**config.mk**
```make
export PLATFORM = sky130hd
export DESIGN_NAME = fifo_out_stage
export DESIGN_NICKNAME = d
export VERILOG_FILES = /design/src/rtl/fifo_out_stage_pkg.sv /design/src/rtl/fifo_out_skid.sv /design/src/rtl/fifo_out_stage.sv
export SDC_FILE = /design/constraint.sdc
export NUM_CORES = 1
export LEC_CHECK = 0
export BUFFER_PORTS_ARGS = -buffer_cell sky130_fd_sc_hd__buf_2
export CAP_MARGIN = 20
export CORE_UTILIZATION = 54
export DETAILED_ROUTE_END_ITERATION = 10
export MAX_ROUTING_LAYER = met4
export PLACE_DENSITY_LB_ADDON = 0.15
export SYNTH_ARGS = -nofsm -noshare
export SYNTH_HDL_FRONTEND = slang
export SYNTH_SLANG_ARGS = --single-unit
```
**constraint.sdc**
```tcl
create_clock -name clk -period 2.9 [get_ports clk]
set_clock_uncertainty 0.05 [all_clocks]
set_input_delay 0 -clock clk [delete_from_list [all_inputs] [get_ports clk]]
set_output_delay 0 -clock clk [all_outputs]
set_load 0.03 [all_outputs]
```
**src/rtl/fifo_out_stage_pkg.sv**
```systemverilog
// Shared defaults and occupancy encoding for the FIFO output stage.
package fifo_out_stage_pkg;

    localparam int DATA_WIDTH_DEF = 16;
    localparam int CNT_WIDTH_DEF  = 16;

    typedef logic [1:0] occ_t;

    localparam occ_t OCC_EMPTY = 2'd0;
    localparam occ_t OCC_ONE   = 2'd1;
    localparam occ_t OCC_FULL  = 2'd2;

endpackage

```
**src/rtl/fifo_out_skid.sv**
```systemverilog
// Two-entry in-order holding buffer (head/tail); a load lands one cycle after load_i.
// Head is presented registered; take_i pops it and the tail moves up.
module fifo_out_skid
    import fifo_out_stage_pkg::*;
#(
    parameter int DATA_WIDTH = DATA_WIDTH_DEF
) (
    input  logic                  clk_i,
    input  logic                  reset_i,
    input  logic                  clr_i,
    input  logic                  load_i,
    input  logic [DATA_WIDTH-1:0] load_dat_i,
    input  logic                  take_i,
    output occ_t                  count_o,
    output logic [DATA_WIDTH-1:0] head_o
);

    occ_t                  count_q, count_d;
    logic [DATA_WIDTH-1:0] head_q, head_d;
    logic [DATA_WIDTH-1:0] tail_q, tail_d;

    always_comb begin
        count_d = count_q;
        head_d  = head_q;
        tail_d  = tail_q;
        if (clr_i) begin
            count_d = OCC_EMPTY;
        end else begin
            case ({load_i, take_i})
                2'b10: begin
                    if (count_q == OCC_EMPTY) head_d = load_dat_i;
                    else                      tail_d = load_dat_i;
                    count_d = count_q + 2'd1;
                end
                2'b01: begin
                    head_d  = tail_q;
                    count_d = count_q - 2'd1;
                end
                // Simultaneous load and pop keeps occupancy; the new word joins behind what remains.
                2'b11: begin
                    if (count_q == OCC_ONE) begin
                        head_d = load_dat_i;
                    end else begin
                        head_d = tail_q;
                        tail_d = load_dat_i;
                    end
                end
                default: ;
            endcase
        end
    end

    always_ff @(posedge clk_i or posedge reset_i) begin
        if (reset_i) begin
            count_q <= OCC_EMPTY;
            head_q  <= '0;
            tail_q  <= '0;
        end else begin
            count_q <= count_d;
            head_q  <= head_d;
            tail_q  <= tail_d;
        end
    end

    assign count_o = count_q;
    assign head_o  = head_q;

endmodule

```
**src/rtl/fifo_out_stage.sv**
```systemverilog
// FIFO-to-stream output stage: pops FIFO into a 2-deep buffer, 1-cycle pop-to-data, sink stall stops pops at 2.
// Beat counter is built only when FIFO_OUT_STAGE_BEAT_CNT_EN is defined; otherwise m_beat_cnt reads 0.
module fifo_out_stage
    import fifo_out_stage_pkg::*;
#(
    parameter int DATA_WIDTH = DATA_WIDTH_DEF,
    parameter int CNT_WIDTH  = CNT_WIDTH_DEF
) (
    input  logic                  clk,
    input  logic                  reset,
    input  logic                  flush,
    input  logic                  fifo_empty,
    input  logic [DATA_WIDTH-1:0] fifo_dout,
    output logic                  fifo_rd_en,
    output logic                  m_valid,
    input  logic                  m_ready,
    output logic [DATA_WIDTH-1:0] m_data,
    output logic [CNT_WIDTH-1:0]  m_beat_cnt
);

    occ_t count;
    logic xfer;

    // Pop decision depends only on local occupancy, never on m_ready.
    assign fifo_rd_en = !fifo_empty && (count < OCC_FULL) && !flush && !reset;
    assign m_valid    = (count != OCC_EMPTY);
    assign xfer       = m_valid && m_ready && !flush;

    fifo_out_skid #(
        .DATA_WIDTH (DATA_WIDTH)
    ) u_skid (
        .clk_i      (clk),
        .reset_i    (reset),
        .clr_i      (flush),
        .load_i     (fifo_rd_en),
        .load_dat_i (fifo_dout),
        .take_i     (xfer),
        .count_o    (count),
        .head_o     (m_data)
    );

`ifdef FIFO_OUT_STAGE_BEAT_CNT_EN
    logic [CNT_WIDTH-1:0] beat_cnt_q;

    always_ff @(posedge clk or posedge reset) begin
        if (reset)     beat_cnt_q <= '0;
        else if (xfer) beat_cnt_q <= beat_cnt_q + CNT_WIDTH'(1);
    end

    assign m_beat_cnt = beat_cnt_q;
`else
    assign m_beat_cnt = '0;
`endif

endmodule
```
==> impl_metrics.toml <==
[synth]
synth.lib_cells_used.distinct = 25
synth-xor-area-share = 0.009838
synth-seq-area-share = 0.4779
synth.top_cell.area_share = 0.4779
synth_adder_area_share = 0.01405
synth_area_per_cell_um2 = 12.45
syn_area_mm2 = 0.001780
yosys.area_share.simple = 0.07941
yosys_warnings = 0
synthTopCellsByArea = "dfrtp_1 48%, mux2i_1 9.0%, mux2_2 7.6%"
synthesis.instances = 143
synth-seq-cells = 34
synth_compound_area_frac = 0.1005
yosysTopAreaCell = "dfrtp_1"
synth_top_family_by_area = "multiplexers"
muxShareOfSynthArea = 0.1996

[worst_setup_path]
crit_arrival_ns = 2.34
cp.required_ns = 3.10
slowest_stage = "or4b_4"
cpPeakStageDelay_ns = 0.50
reg2reg_depth = 7
critPathLaunch = "u_skid.count_o[1]"
path_buf_inv = 2
crit_end = "u_skid.head_o[5]"
crit_fanout = 32
path_cells = "inv_1 > ha_1 > or4b_4 > a21oi_4 > buf_4 > nor2_1 > a21oi_2"
path_class = "flop to flop"
cp-end-kind = "flop"
critical_path_cell_count = 7
critPathTopFamily = "simple AND/OR/NAND/NOR gates"
reg2reg_slack_ns = 0.76
cp-start-kind = "flop"
reg2reg_to = "u_skid.head_o[5]"
r2r-start = "u_skid.count_o[1]"

[timing]
drv_slew = 0
max_freq_mhz = 467.3
setup_tns_ns = 0
hold_viol_final = 0
whs_ns = 0.04060
slew_headroom = 0.4282
worst_pin_slew_ns = 0.8568
fin_crit_ns = 2.140
finalSetupViolCount = 0
rsz0062_at_grt = "no"
min_period_over_period = 0.7380

[global_routing]
antenna_found_initial = 0
grt_pass1_wl_um = 5030
grt_pass1_vias = 1116
grt_max_degree = 33
grtUsageTotal = 0.2048
globalRoute.totalOverflow = 0

[clock_tree]
cts_buffer_depth = 2
hold_buffers = 18
cts_tree = "built"
clk_latency_ns = 0.32
path_clk_slew_ns = 0.10
cts_root_buf = "clkbuf_4"
cts.htree.levels = 2
clock_sink_count = 34
cts_resized = 0
cts_made_buffers = 5
postCtsSetupBuffers = 0

[layout]
area_growth_pct = 21.08
nets = 225
final_common_cell = "buf_2"
final_cell_mix = "38 x buf_2, 34 x dfrtp_1, 18 x nor2_1, 18 x dlygate4sd3_1"
antenna_cells = 0
final_layout_size_suffix_gt1_frac = 0.4187

[power_and_ir_drop]
vdd_drop_max_v = 0.0004591
p_leak_nw = 0.9854
pwr_density_cell_mw_per_mm2 = 956.5

[run_status]
status = "completed"

[floorplanning]
core.rowCount = 20
fp.dieArea_mm2 = 0.003531
initial_core_util = 0.5738
fp.dieH_um = 59.42
ioPinCount = 55
fp.dieW_um = 59.42
core_area_mm2 = 0.003103

[placement]
dp_hpwl_um = 2041
gp_congestion = 0.7565
port_buffers = 38

[routing]
detail-route-antenna-nets = 0
drc = 0
drt_pass1_iterations = 4
post_drt_wl_per_cell_um = 12.00
route.vias.total = 1157
viasPerCell = 4.684
drt_wl_total_um = 2965
drtIter0Drc = 56

[run]
maxCapViolCount = 0

[hold_path]
hp-class = "input port to flop"
area by class of cell:
| class | instances | area [µm²] |
|---|---|---|
| flip-flops and latches | 34 | 850.8 |
| multi-input cells | 98 | 778.2 |
| well taps | 44 | 55.05 |
| clock inverters | 2 | 12.51 |
| inverters | 4 | 15.01 |
| repair buffers | 59 | 392.9 |
| clock buffers | 6 | 51.30 |
| fillers | 252 | 947.2 |
per-layer routing:
metal | global-route usage | vias to the layer above | part of all wire
met2 | 0.3355 | 36 | 0.53
met4 | 0.08503 | 0 | 0.0088
li1 | - | 566 | -
met3 | 0.05895 | 2 | 0.041
met5 | - | - | 0
met1 | 0.2338 | 553 | 0.42
worst min path at each step:
| stage | startpoint | endpoint | slack (ns) | depth (start not counted) |
|---|---|---|---|---|
| 2_1_floorplan | flush | fifo_rd_en | 0.003 | 1 |
| 3_3_place_gp | reset | u_skid.count_o[1] | 0.20 | 2 |
| 3_5_place_dp | fifo_dout[1] | u_skid.tail_q[1] | 0.20 | 2 |
| 4_1_cts | fifo_empty | u_skid.count_o[0] | 0.03 | 4 |
| 5_1_grt | fifo_empty | u_skid.count_o[0] | 0.04 | 4 |
| 6_report | fifo_empty | u_skid.count_o[0] | 0.04 | 4 |
report_power, final:
group          leakage, nW  switching [mW]  internal (mW)
sequential           0.402           0.126          0.705
clock               0.0343           0.151          0.117
combinational        0.550           0.578          0.385
total                0.985           0.855           1.21
synth_stat cells (all sizes together):
cell and n:
a21boi 1, a21oi 18, a2bb2oi 1, buf 22, conb 1, dfrtp 34, ha 2, inv 4
mux2 16, mux2i 16, nand2 2, nand2b 1, nor2 18, nor3 1, nor3b 1, nor4 1
o21ai 1, or4b 1, xnor2 2
flip-flops by register name, indices dropped and copies added (netlist names):
| register | count |
|---|---|
| u_skid.head_o | 16 |
| u_skid.tail_q | 16 |
| u_skid.count_o | 2 |
kinds of logic (layout without fill, tap and decap cells):
family	after synthesis	count (layout)
flip-flops	34	34
multiplexers	32	32
buffers and inverters	26	71
AND/OR/NAND/NOR	25	25
AO/OA/AOI/OAI	21	21
adder cells (fa/ha/maj)	2	2
XOR/XNOR	2	2
other	1	16
worst register-to-register path: cells and delay by family, from the launching register on:
kind | cells | cell delay, ns
and+or+nand+nor | 2 | 0.60
adders and majority gates | 1 | 0.24
DFF | 1 | 0.45
AOI/OAI and AO/OA | 2 | 0.27
buffers and inverters | 2 | 0.47
per-stage QoR:
step                power (mW)  setup WS [ns]    util  instance area (µm²)  cells
floorplan                1.609          1.018       -                 1837    158
global placement         1.758         0.8528  0.6161                 1912    221
detailed placement       1.795         0.7636  0.6161                 1912    221
CTS                      2.088         0.7485  0.6948                 2156    247
global route             2.219         0.5947  0.6948                 2156    247
finish                   2.062         0.7598  0.6948                 2156    247
Note: power is estimated with default switching activity, not from simulation.
